### src/rtl/cfg_pkg.sv
// ---------------------------------------------------------------------------
// cfg_pkg
//   Shared definitions for the configuration sequencer: module-flag codes
//   carried in config_addr[31:16], address field bounds, the buffered word
//   record and the sequencer state encoding.
//   Optional feature macro: CFG_ADDR_CHECK_EN (flag legality, see flag_legal).
// ---------------------------------------------------------------------------
package cfg_pkg;

    localparam logic [15:0] FLAG_IDLE = 16'd0;
    localparam logic [15:0] FLAG_CLB  = 16'd4;
    localparam logic [15:0] FLAG_CB1  = 16'd5;
    localparam logic [15:0] FLAG_CB0  = 16'd6;
    localparam logic [15:0] FLAG_SB   = 16'd7;

    localparam int unsigned TILE_ID_LSB = 0;
    localparam int unsigned TILE_ID_MSB = 15;
    localparam int unsigned FLAG_LSB    = 16;
    localparam int unsigned FLAG_MSB    = 31;

    // 65-bit buffered word: {last, addr, data}
    typedef struct packed {
        logic        last;
        logic [31:0] addr;
        logic [31:0] data;
    } cfg_word_t;

    typedef enum logic [1:0] {
        IDLE  = 2'd0,
        DRIVE = 2'd1,
        GAP   = 2'd2,
        DONE  = 2'd3
    } state_e;

    // A flag addresses a real tile module only in the CLB..SB range.
    function automatic logic flag_legal(input logic [15:0] flag);
        return (flag >= FLAG_CLB) && (flag <= FLAG_SB);
    endfunction

endpackage

### src/rtl/cfg_fifo.sv
// ---------------------------------------------------------------------------
// cfg_fifo
//   Synchronous FIFO buffering {last, addr, data} configuration words.
//   Ports:
//     clk, reset   clock, asynchronous active-high reset (flushes pointers)
//     push         write wr_word (ignored when full, even if popping)
//     wr_word      word to write
//     pop          drop the head word (ignored when empty)
//     rd_word      current head word (valid when !empty)
//     full, empty  occupancy flags
// ---------------------------------------------------------------------------
module cfg_fifo
    import cfg_pkg::*;
#(
    parameter int unsigned FIFO_DEPTH = 4
) (
    input  logic      clk,
    input  logic      reset,
    input  logic      push,
    input  cfg_word_t wr_word,
    input  logic      pop,
    output cfg_word_t rd_word,
    output logic      full,
    output logic      empty
);

    localparam int unsigned AW = $clog2(FIFO_DEPTH);
    localparam logic [AW:0] PTR_ONE = {{AW{1'b0}}, 1'b1};

    logic [AW:0] wr_ptr_q, wr_ptr_d;
    logic [AW:0] rd_ptr_q, rd_ptr_d;
    cfg_word_t   mem_q [FIFO_DEPTH];
    logic        do_push;
    logic        do_pop;

    // Pointers carry one extra wrap bit to tell full from empty.
    assign empty = (wr_ptr_q == rd_ptr_q);
    assign full  = (wr_ptr_q[AW] != rd_ptr_q[AW]) &&
                   (wr_ptr_q[AW-1:0] == rd_ptr_q[AW-1:0]);

    assign rd_word = mem_q[rd_ptr_q[AW-1:0]];

    always_comb begin
        do_push  = push && !full;
        do_pop   = pop && !empty;
        wr_ptr_d = wr_ptr_q;
        rd_ptr_d = rd_ptr_q;
        if (do_push) wr_ptr_d = wr_ptr_q + PTR_ONE;
        if (do_pop)  rd_ptr_d = rd_ptr_q + PTR_ONE;
    end

    always_ff @(posedge clk or posedge reset) begin
        if (reset) begin
            wr_ptr_q <= '0;
            rd_ptr_q <= '0;
        end else begin
            wr_ptr_q <= wr_ptr_d;
            rd_ptr_q <= rd_ptr_d;
        end
    end

    always_ff @(posedge clk) begin
        if (do_push) mem_q[wr_ptr_q[AW-1:0]] <= wr_word;
    end

endmodule

### src/rtl/config_sequencer.sv
// ---------------------------------------------------------------------------
// config_sequencer
//   Buffers host configuration words and drives the shared tile config bus.
//   Each word is held HOLD_CYCLES cycles followed by one idle (addr 0) gap so
//   every tile address matcher deasserts between writes. A word tagged
//   in_last produces a one-cycle done pulse after its gap; words_written
//   counts words driven since the last done (saturating).
//   Optional feature: `define CFG_ADDR_CHECK_EN drops words whose flag is
//   outside CLB..SB (never driven, not counted) and sets sticky err.
//   Ports:
//     clk, reset              clock, asynchronous active-high reset
//     in_valid/in_ready       host handshake (in_ready = !full, 0 in reset)
//     in_addr/in_data/in_last host word
//     config_addr/config_data registered tile bus
//     busy                    FIFO non-empty or sequencer not idle
//     done                    end-of-bitstream pulse
//     words_written           words driven since last done
//     err                     sticky illegal-flag error (0 without check)
// ---------------------------------------------------------------------------
module config_sequencer
    import cfg_pkg::*;
#(
    parameter int unsigned FIFO_DEPTH  = 4,
    parameter int unsigned HOLD_CYCLES = 1
) (
    input  logic        clk,
    input  logic        reset,
    input  logic        in_valid,
    output logic        in_ready,
    input  logic [31:0] in_addr,
    input  logic [31:0] in_data,
    input  logic        in_last,
    output logic [31:0] config_addr,
    output logic [31:0] config_data,
    output logic        busy,
    output logic        done,
    output logic [15:0] words_written,
    output logic        err
);

    localparam logic [3:0] HOLD_LAST = 4'(HOLD_CYCLES - 1);

    state_e      state_q, state_d;
    logic [31:0] addr_q, addr_d;
    logic [31:0] data_q, data_d;
    logic [3:0]  hold_q, hold_d;
    logic        last_q, last_d;
    logic        done_q, done_d;
    logic [15:0] words_written_q, words_written_d;
`ifdef CFG_ADDR_CHECK_EN
    logic        err_q, err_d;
`endif

    cfg_word_t   wr_word;
    cfg_word_t   head;
    logic        full;
    logic        empty;
    logic        push;
    logic        pop;
    logic        try_load;
    logic        head_legal;

    assign in_ready = !full && !reset;
    assign push     = in_valid && in_ready;
    assign wr_word  = '{last: in_last, addr: in_addr, data: in_data};

    cfg_fifo #(
        .FIFO_DEPTH(FIFO_DEPTH)
    ) u_fifo (
        .clk    (clk),
        .reset  (reset),
        .push   (push),
        .wr_word(wr_word),
        .pop    (pop),
        .rd_word(head),
        .full   (full),
        .empty  (empty)
    );

    always_comb begin
        state_d         = state_q;
        addr_d          = addr_q;
        data_d          = data_q;
        hold_d          = hold_q;
        last_d          = last_q;
        words_written_d = words_written_q;
        pop             = 1'b0;
        try_load        = 1'b0;
`ifdef CFG_ADDR_CHECK_EN
        err_d           = err_q;
        head_legal      = flag_legal(head.addr[FLAG_MSB:FLAG_LSB]);
`else
        head_legal      = 1'b1;
`endif

        case (state_q)
            IDLE: try_load = 1'b1;
            DRIVE: begin
                if (hold_q == '0) begin
                    pop    = 1'b1;
                    addr_d = '0;
                    data_d = '0;
                    if (words_written_q != '1) words_written_d = words_written_q + 16'd1;
                    state_d = GAP;
                end else begin
                    hold_d = hold_q - 4'd1;
                end
            end
            GAP: begin
                if (last_q) state_d = DONE;
                else        try_load = 1'b1;
            end
            DONE: begin
                words_written_d = '0;
                state_d         = IDLE;
            end
            default: state_d = IDLE;
        endcase

        // The gap cycle shares IDLE's load path, so back-to-back words see
        // exactly one idle cycle between them.
        if (try_load) begin
            state_d = IDLE;
            if (!empty) begin
                if (head_legal) begin
                    addr_d  = head.addr;
                    data_d  = head.data;
                    last_d  = head.last;
                    hold_d  = HOLD_LAST;
                    state_d = DRIVE;
                end else begin
                    // Illegal word is discarded without touching the bus;
                    // its end-of-bitstream marker still closes the stream.
                    pop = 1'b1;
`ifdef CFG_ADDR_CHECK_EN
                    err_d = 1'b1;
`endif
                    if (head.last) state_d = DONE;
                end
            end
        end

        done_d = (state_d == DONE);
    end

    always_ff @(posedge clk or posedge reset) begin
        if (reset) begin
            state_q         <= IDLE;
            addr_q          <= '0;
            data_q          <= '0;
            hold_q          <= '0;
            last_q          <= 1'b0;
            done_q          <= 1'b0;
            words_written_q <= '0;
`ifdef CFG_ADDR_CHECK_EN
            err_q           <= 1'b0;
`endif
        end else begin
            state_q         <= state_d;
            addr_q          <= addr_d;
            data_q          <= data_d;
            hold_q          <= hold_d;
            last_q          <= last_d;
            done_q          <= done_d;
            words_written_q <= words_written_d;
`ifdef CFG_ADDR_CHECK_EN
            err_q           <= err_d;
`endif
        end
    end

    assign config_addr   = addr_q;
    assign config_data   = data_q;
    assign done          = done_q;
    assign words_written = words_written_q;
    assign busy          = !empty || (state_q != IDLE);
`ifdef CFG_ADDR_CHECK_EN
    assign err = err_q;
`else
    assign err = 1'b0;
`endif

endmodule

### config.mk
export PLATFORM = sky130hd
export DESIGN_NAME = config_sequencer
export DESIGN_NICKNAME = d
export VERILOG_FILES = /design/src/rtl/cfg_pkg.sv /design/src/rtl/cfg_fifo.sv /design/src/rtl/config_sequencer.sv
export SDC_FILE = /design/constraint.sdc
export NUM_CORES = 1
export LEC_CHECK = 0
export ABC_AREA = 1
export CAP_MARGIN = 20
export CORE_ASPECT_RATIO = 0.8
export CORE_MARGIN = 1
export CORE_UTILIZATION = 58
export CTS_BUF_LIST = sky130_fd_sc_hd__clkbuf_2 sky130_fd_sc_hd__clkbuf_4 sky130_fd_sc_hd__clkbuf_8
export DETAILED_ROUTE_END_ITERATION = 10
export GPL_TIMING_DRIVEN = 0
export PLACE_DENSITY = 0.81
export SLEW_MARGIN = 30
export SYNTH_ARGS = -nofsm -noshare
export SYNTH_HDL_FRONTEND = slang
export SYNTH_SLANG_ARGS = --single-unit
export TNS_END_PERCENT = 5
### constraint.sdc
create_clock -name clk -period 6.2 [get_ports clk]
set_input_delay 1.24 -clock clk [delete_from_list [all_inputs] [get_ports clk]]
set_output_delay 1.24 -clock clk [all_outputs]
set_load 0.1 [all_outputs]
==> results of run 1 <==
## worst paths after layout
path	depth (start not counted)	slack, ns	to
min in group asynchronous	2	1.11	u_fifo.wr_ptr_q[0]
max in group asynchronous	3	4.53	config_addr[12]
worst max-delay path	5	1.46	in_ready
worst min-delay path	1	0.51	u_fifo.rd_ptr_q[2]
worst max register to register	7	3.36	u_fifo.mem_q[1][41]
worst min register to register	1	0.51	u_fifo.rd_ptr_q[2]
## power groups by stage
stage	sequential [mW]	combinational, mW	clock [mW]
global route	3.30	5.51	2.01
floorplan	4.70	2.45	0
CTS	3.26	5.23	1.90
detailed placement	3.31	5.21	0
global placement	3.32	5.03	0
finish	3.26	5.20	1.88
## cells by family after synthesis
| family | count (synthesis) | synth area share (%) |
|---|---|---|
| compound gates | 284 | 13.1 |
| xor+xnor | 12 | 0.770 |
| fa+ha+maj | 7 | 0.599 |
| buf+inv | 99 | 4.10 |
| flops | 354 | 69.5 |
| other cells | 1 | 0.0256 |
| simple gates | 331 | 11.9 |
## flip-flops by register name (all words and copies together) (netlist names)
name / count
u_fifo.rd_ptr_q: 3
state_q: 2
words_written: 16
u_fifo.wr_ptr_q: 3
config_data: 32
u_fifo.mem_q: 260
last_q: 1
hold_q: 4
done: 1
config_addr: 32
## per-layer routing
metal	vias to the layer above	track usage, %	share of wire (%)
met5	-	0	0.040
met4	2	8.08	1.9
li1	4416	-	-
met3	52	4.61	7.3
met1	4623	35.8	43
met2	420	41.0	47
## cell type report
type | instances | area (µm²)
flip-flops and latches | 354 | 10200
clock buffers | 72 | 897
plain buffers | 68 | 480
repair buffers | 166 | 1890
well taps | 318 | 398
clock inverters | 26 | 164
inverters | 31 | 123
multi-input cells | 635 | 3900
fillers | 1586 | 6560
## per-stage QoR
stage | util, % | std cells | area [µm²] | hold WS [ns]
after floorplan | - | 1088 | 14600 | 0.466
after global placement | 67.3 | 1556 | 16500 | 0.482
after detailed placement | 69.0 | 1572 | 17000 | 0.492
after CTS | 73.3 | 1670 | 18000 | 0.503
after global routing | 73.3 | 1670 | 18000 | 0.520
final | 73.3 | 1670 | 18000 | 0.507
## Yosys cell counts (4+ instances only)
| cell type | n | share of area (%) |
|---|---|---|
| buf_2 | 11 | 0.38 |
| ha_1 | 7 | 0.60 |
| o21ai_0 | 136 | 4.7 |
| edfxtp_1 | 260 | 53 |
| inv_2 | 6 | 0.15 |
| o22a_1 | 65 | 3.9 |
| xor2_1 | 7 | 0.42 |
| xnor2_1 | 4 | 0.24 |
| a21oi_1 | 5 | 0.17 |
| nand4_1 | 7 | 0.30 |
| nand3_2 | 65 | 4.4 |
| inv_1 | 24 | 0.62 |
| nand3_1 | 21 | 0.72 |
| o21ai_1 | 9 | 0.31 |
| buf_4 | 15 | 0.77 |
| nor2_1 | 161 | 4.1 |
| clkbuf_1 | 30 | 0.77 |
| buf_12 | 7 | 0.96 |
| buf_6 | 4 | 0.31 |
| dfrtp_1 | 94 | 16 |
| o21ai_2 | 65 | 3.9 |
| nand2_1 | 65 | 1.7 |
==> summary.md, run 1 <==
| Metric | Value |
|---|---|
| PD cells | `~570 nW/µm²` |
| Violated checks | `DRC` |
| Register area share after synthesis | `~70%` |
| Internal Power | `around 5.6 mW` |
| Clock transition at path regs | `roughly 0.06 ns` |
| Area growth syn-to-layout | `23.2%` |
| Power Total | `between 10 and 15 mW` |
| Ant. Diodes | `0` |
| Max Root-Sink Buffers | `3` |
| Crit path max-delay cell type | `clkdlybuf4s50_1` |
| Clock Power Share | `between 15 and 20%` |
| Root buf cell | `clkbuf_8` |
| Yosys warning total | `0` |
| Final nets | `between 1k and 1.5k` |
| Clock sinks | `approximately 350` |
| Global-route wire length before repair | `~50,000 µm` |
| Largest stage delay, worst path | `0.96 ns` |
| EDFF count, synth | `260` |
| Die H | `approximately 140 µm` |
| Post-synthesis cell type count | `34` |
| Routed wire length | `between 30,000 and 40,000 µm` |
| Pin count of the biggest net entering global routing | `26` |
| Power share of the combinational group | `roughly 50%` |
| Mapped cell area | `around 15,000 µm²` |
| Die extent in x | `roughly 180 µm` |
| Max-cap violations | `0` |
| H-tree Lvls | `2` |
| Routed wire per std cell | `roughly 19 µm` |
| Worst IR Drop VDD | `roughly 0.0004 V` |
| TritonRoute pass-1 iters | `11` |
| Worst-path cell chain | `clkdlybuf4s50_1 > clkinvlp_4 > nand2_1 > inv_1 > clkdlybuf4s50_1` |
| Synth Instances | `1,088` |
| Fin. Hold Viols | `0` |
| Initial antenna violation count | `1` |
| Final Wtd Congestion | `approximately 0.83` |
| Hold Startpoint | `u_fifo.rd_ptr_q[2]` |
| CTS resizes | `0` |
| Slew headroom | `a little under a third` |
| CP endpoint kind | `output port` |
| Post-Route Setup TNS | `0 ns` |
| Switch share | `roughly 46%` |
| Worst skew pair latency | `0.57 ns` |
| Critical path peak fanout | `25` |
| Postcts setup bufs | `0` |
| RSZ-0062 raised after global routing | `false` |
| Final antenna-violating net count | `0` |
| Initial drt markers | `roughly 940` |
| Crit Path Category | `in -> out` |
| Final WS setup | `1.46 ns` |
| Crit-path leading delay family | `buffers and inverters` |
| Drt via density | `roughly 5.7` |
| Drt drc | `10` |
| Register bit total from synthesis | `354` |
| Port Buffers | `150` |
| Reg power frac | `approximately a third` |
| Dpl ws | `around 1.4 ns` |
| Hold crit path type | `reg -> reg` |
| # IOs | `between 150 and 200` |
| Synth Area per Inst | `approximately 13 µm²` |
| Commonest register cell after synthesis | `edfxtp_1` |
| Share of layout cells above drive strength 1 | `between 20% and 30%` |
| Slew @ Worst Pin | `between 1 and 1.5 ns` |
| Most common cell on crit path | `clkdlybuf4s50_1` |
| Tmin final | `~4.7 ns` |
| Rows | `slightly above 50` |
| Most frequent cells in the layout | `edfxtp_1, nor2_1, clkdlybuf4s50_1, o21ai_0, dfrtp_1` |
| Crit share post-route | `roughly three quarters` |
| Tot GR Track Use | `around a quarter` |
| Reg2Reg Launch Point | `u_fifo.wr_ptr_q[2]` |
| Fmax | `0.211 GHz` |
| Final Max Slew Viols | `0` |
| Post-synth ARST share | `between 20% and 30%` |
| CP Launch Type | `input pin` |
| Endpoints failing setup | `0` |
| Status | `complete, but fails checks` |
| Leakage Power | `between 6 and 7 nW` |
| Post-DP HPWL | `21,200 µm` |
| Commonest non-fill, non-tap cell in the layout | `edfxtp_1` |
| Die area | `about 26,000 µm²` |
| Cts hold-fix bufs | `0` |
| Worst Path Arrival | `3.50 ns` |
| Core ar. | `~25,000 µm²` |
| CTS buffer count | `between 50 and 60` |
| Skew final | `0.0196 ns` |
| Initial Util | `between 50% and 60%` |
| Routed via count | `9,513` |
| Crit path from | `reset` |
| Post-Syn Nets | `between 1k and 1.5k` |
| Number of global-route vias before repair | `about 9.2k` |
| CTS tree | `built` |
| Total gr overflow | `0` |
| CP bufs+invs | `4` |
| CP required | `roughly 5.0 ns` |
| Sw power | `4.72 mW` |
Note: power is estimated with default switching activity, not from simulation.
==> inputs of run 2 (changes only) <==
==> constraint.sdc (replaced) <==
create_clock -name clk -period 4.76 [get_ports clk]
set_input_delay 0.952 -clock clk [delete_from_list [all_inputs] [get_ports clk]]
set_output_delay 0.952 -clock clk [all_outputs]
set_load 0.1 [all_outputs]
==> results of run 2 <==
The final DEF is identical to that of run 1. Status: complete, but fails checks: DRC.
Among the figures that moved: setup slack after placement 1.40 ns -> 0.539 ns; setup slack after layout 1.46 ns -> 0.597 ns; register-to-register setup slack 3.36 ns -> 1.92 ns; total power 10.3 mW -> 13.5 mW; worst IR drop on VDD 0.000409 V -> 0.000532 V
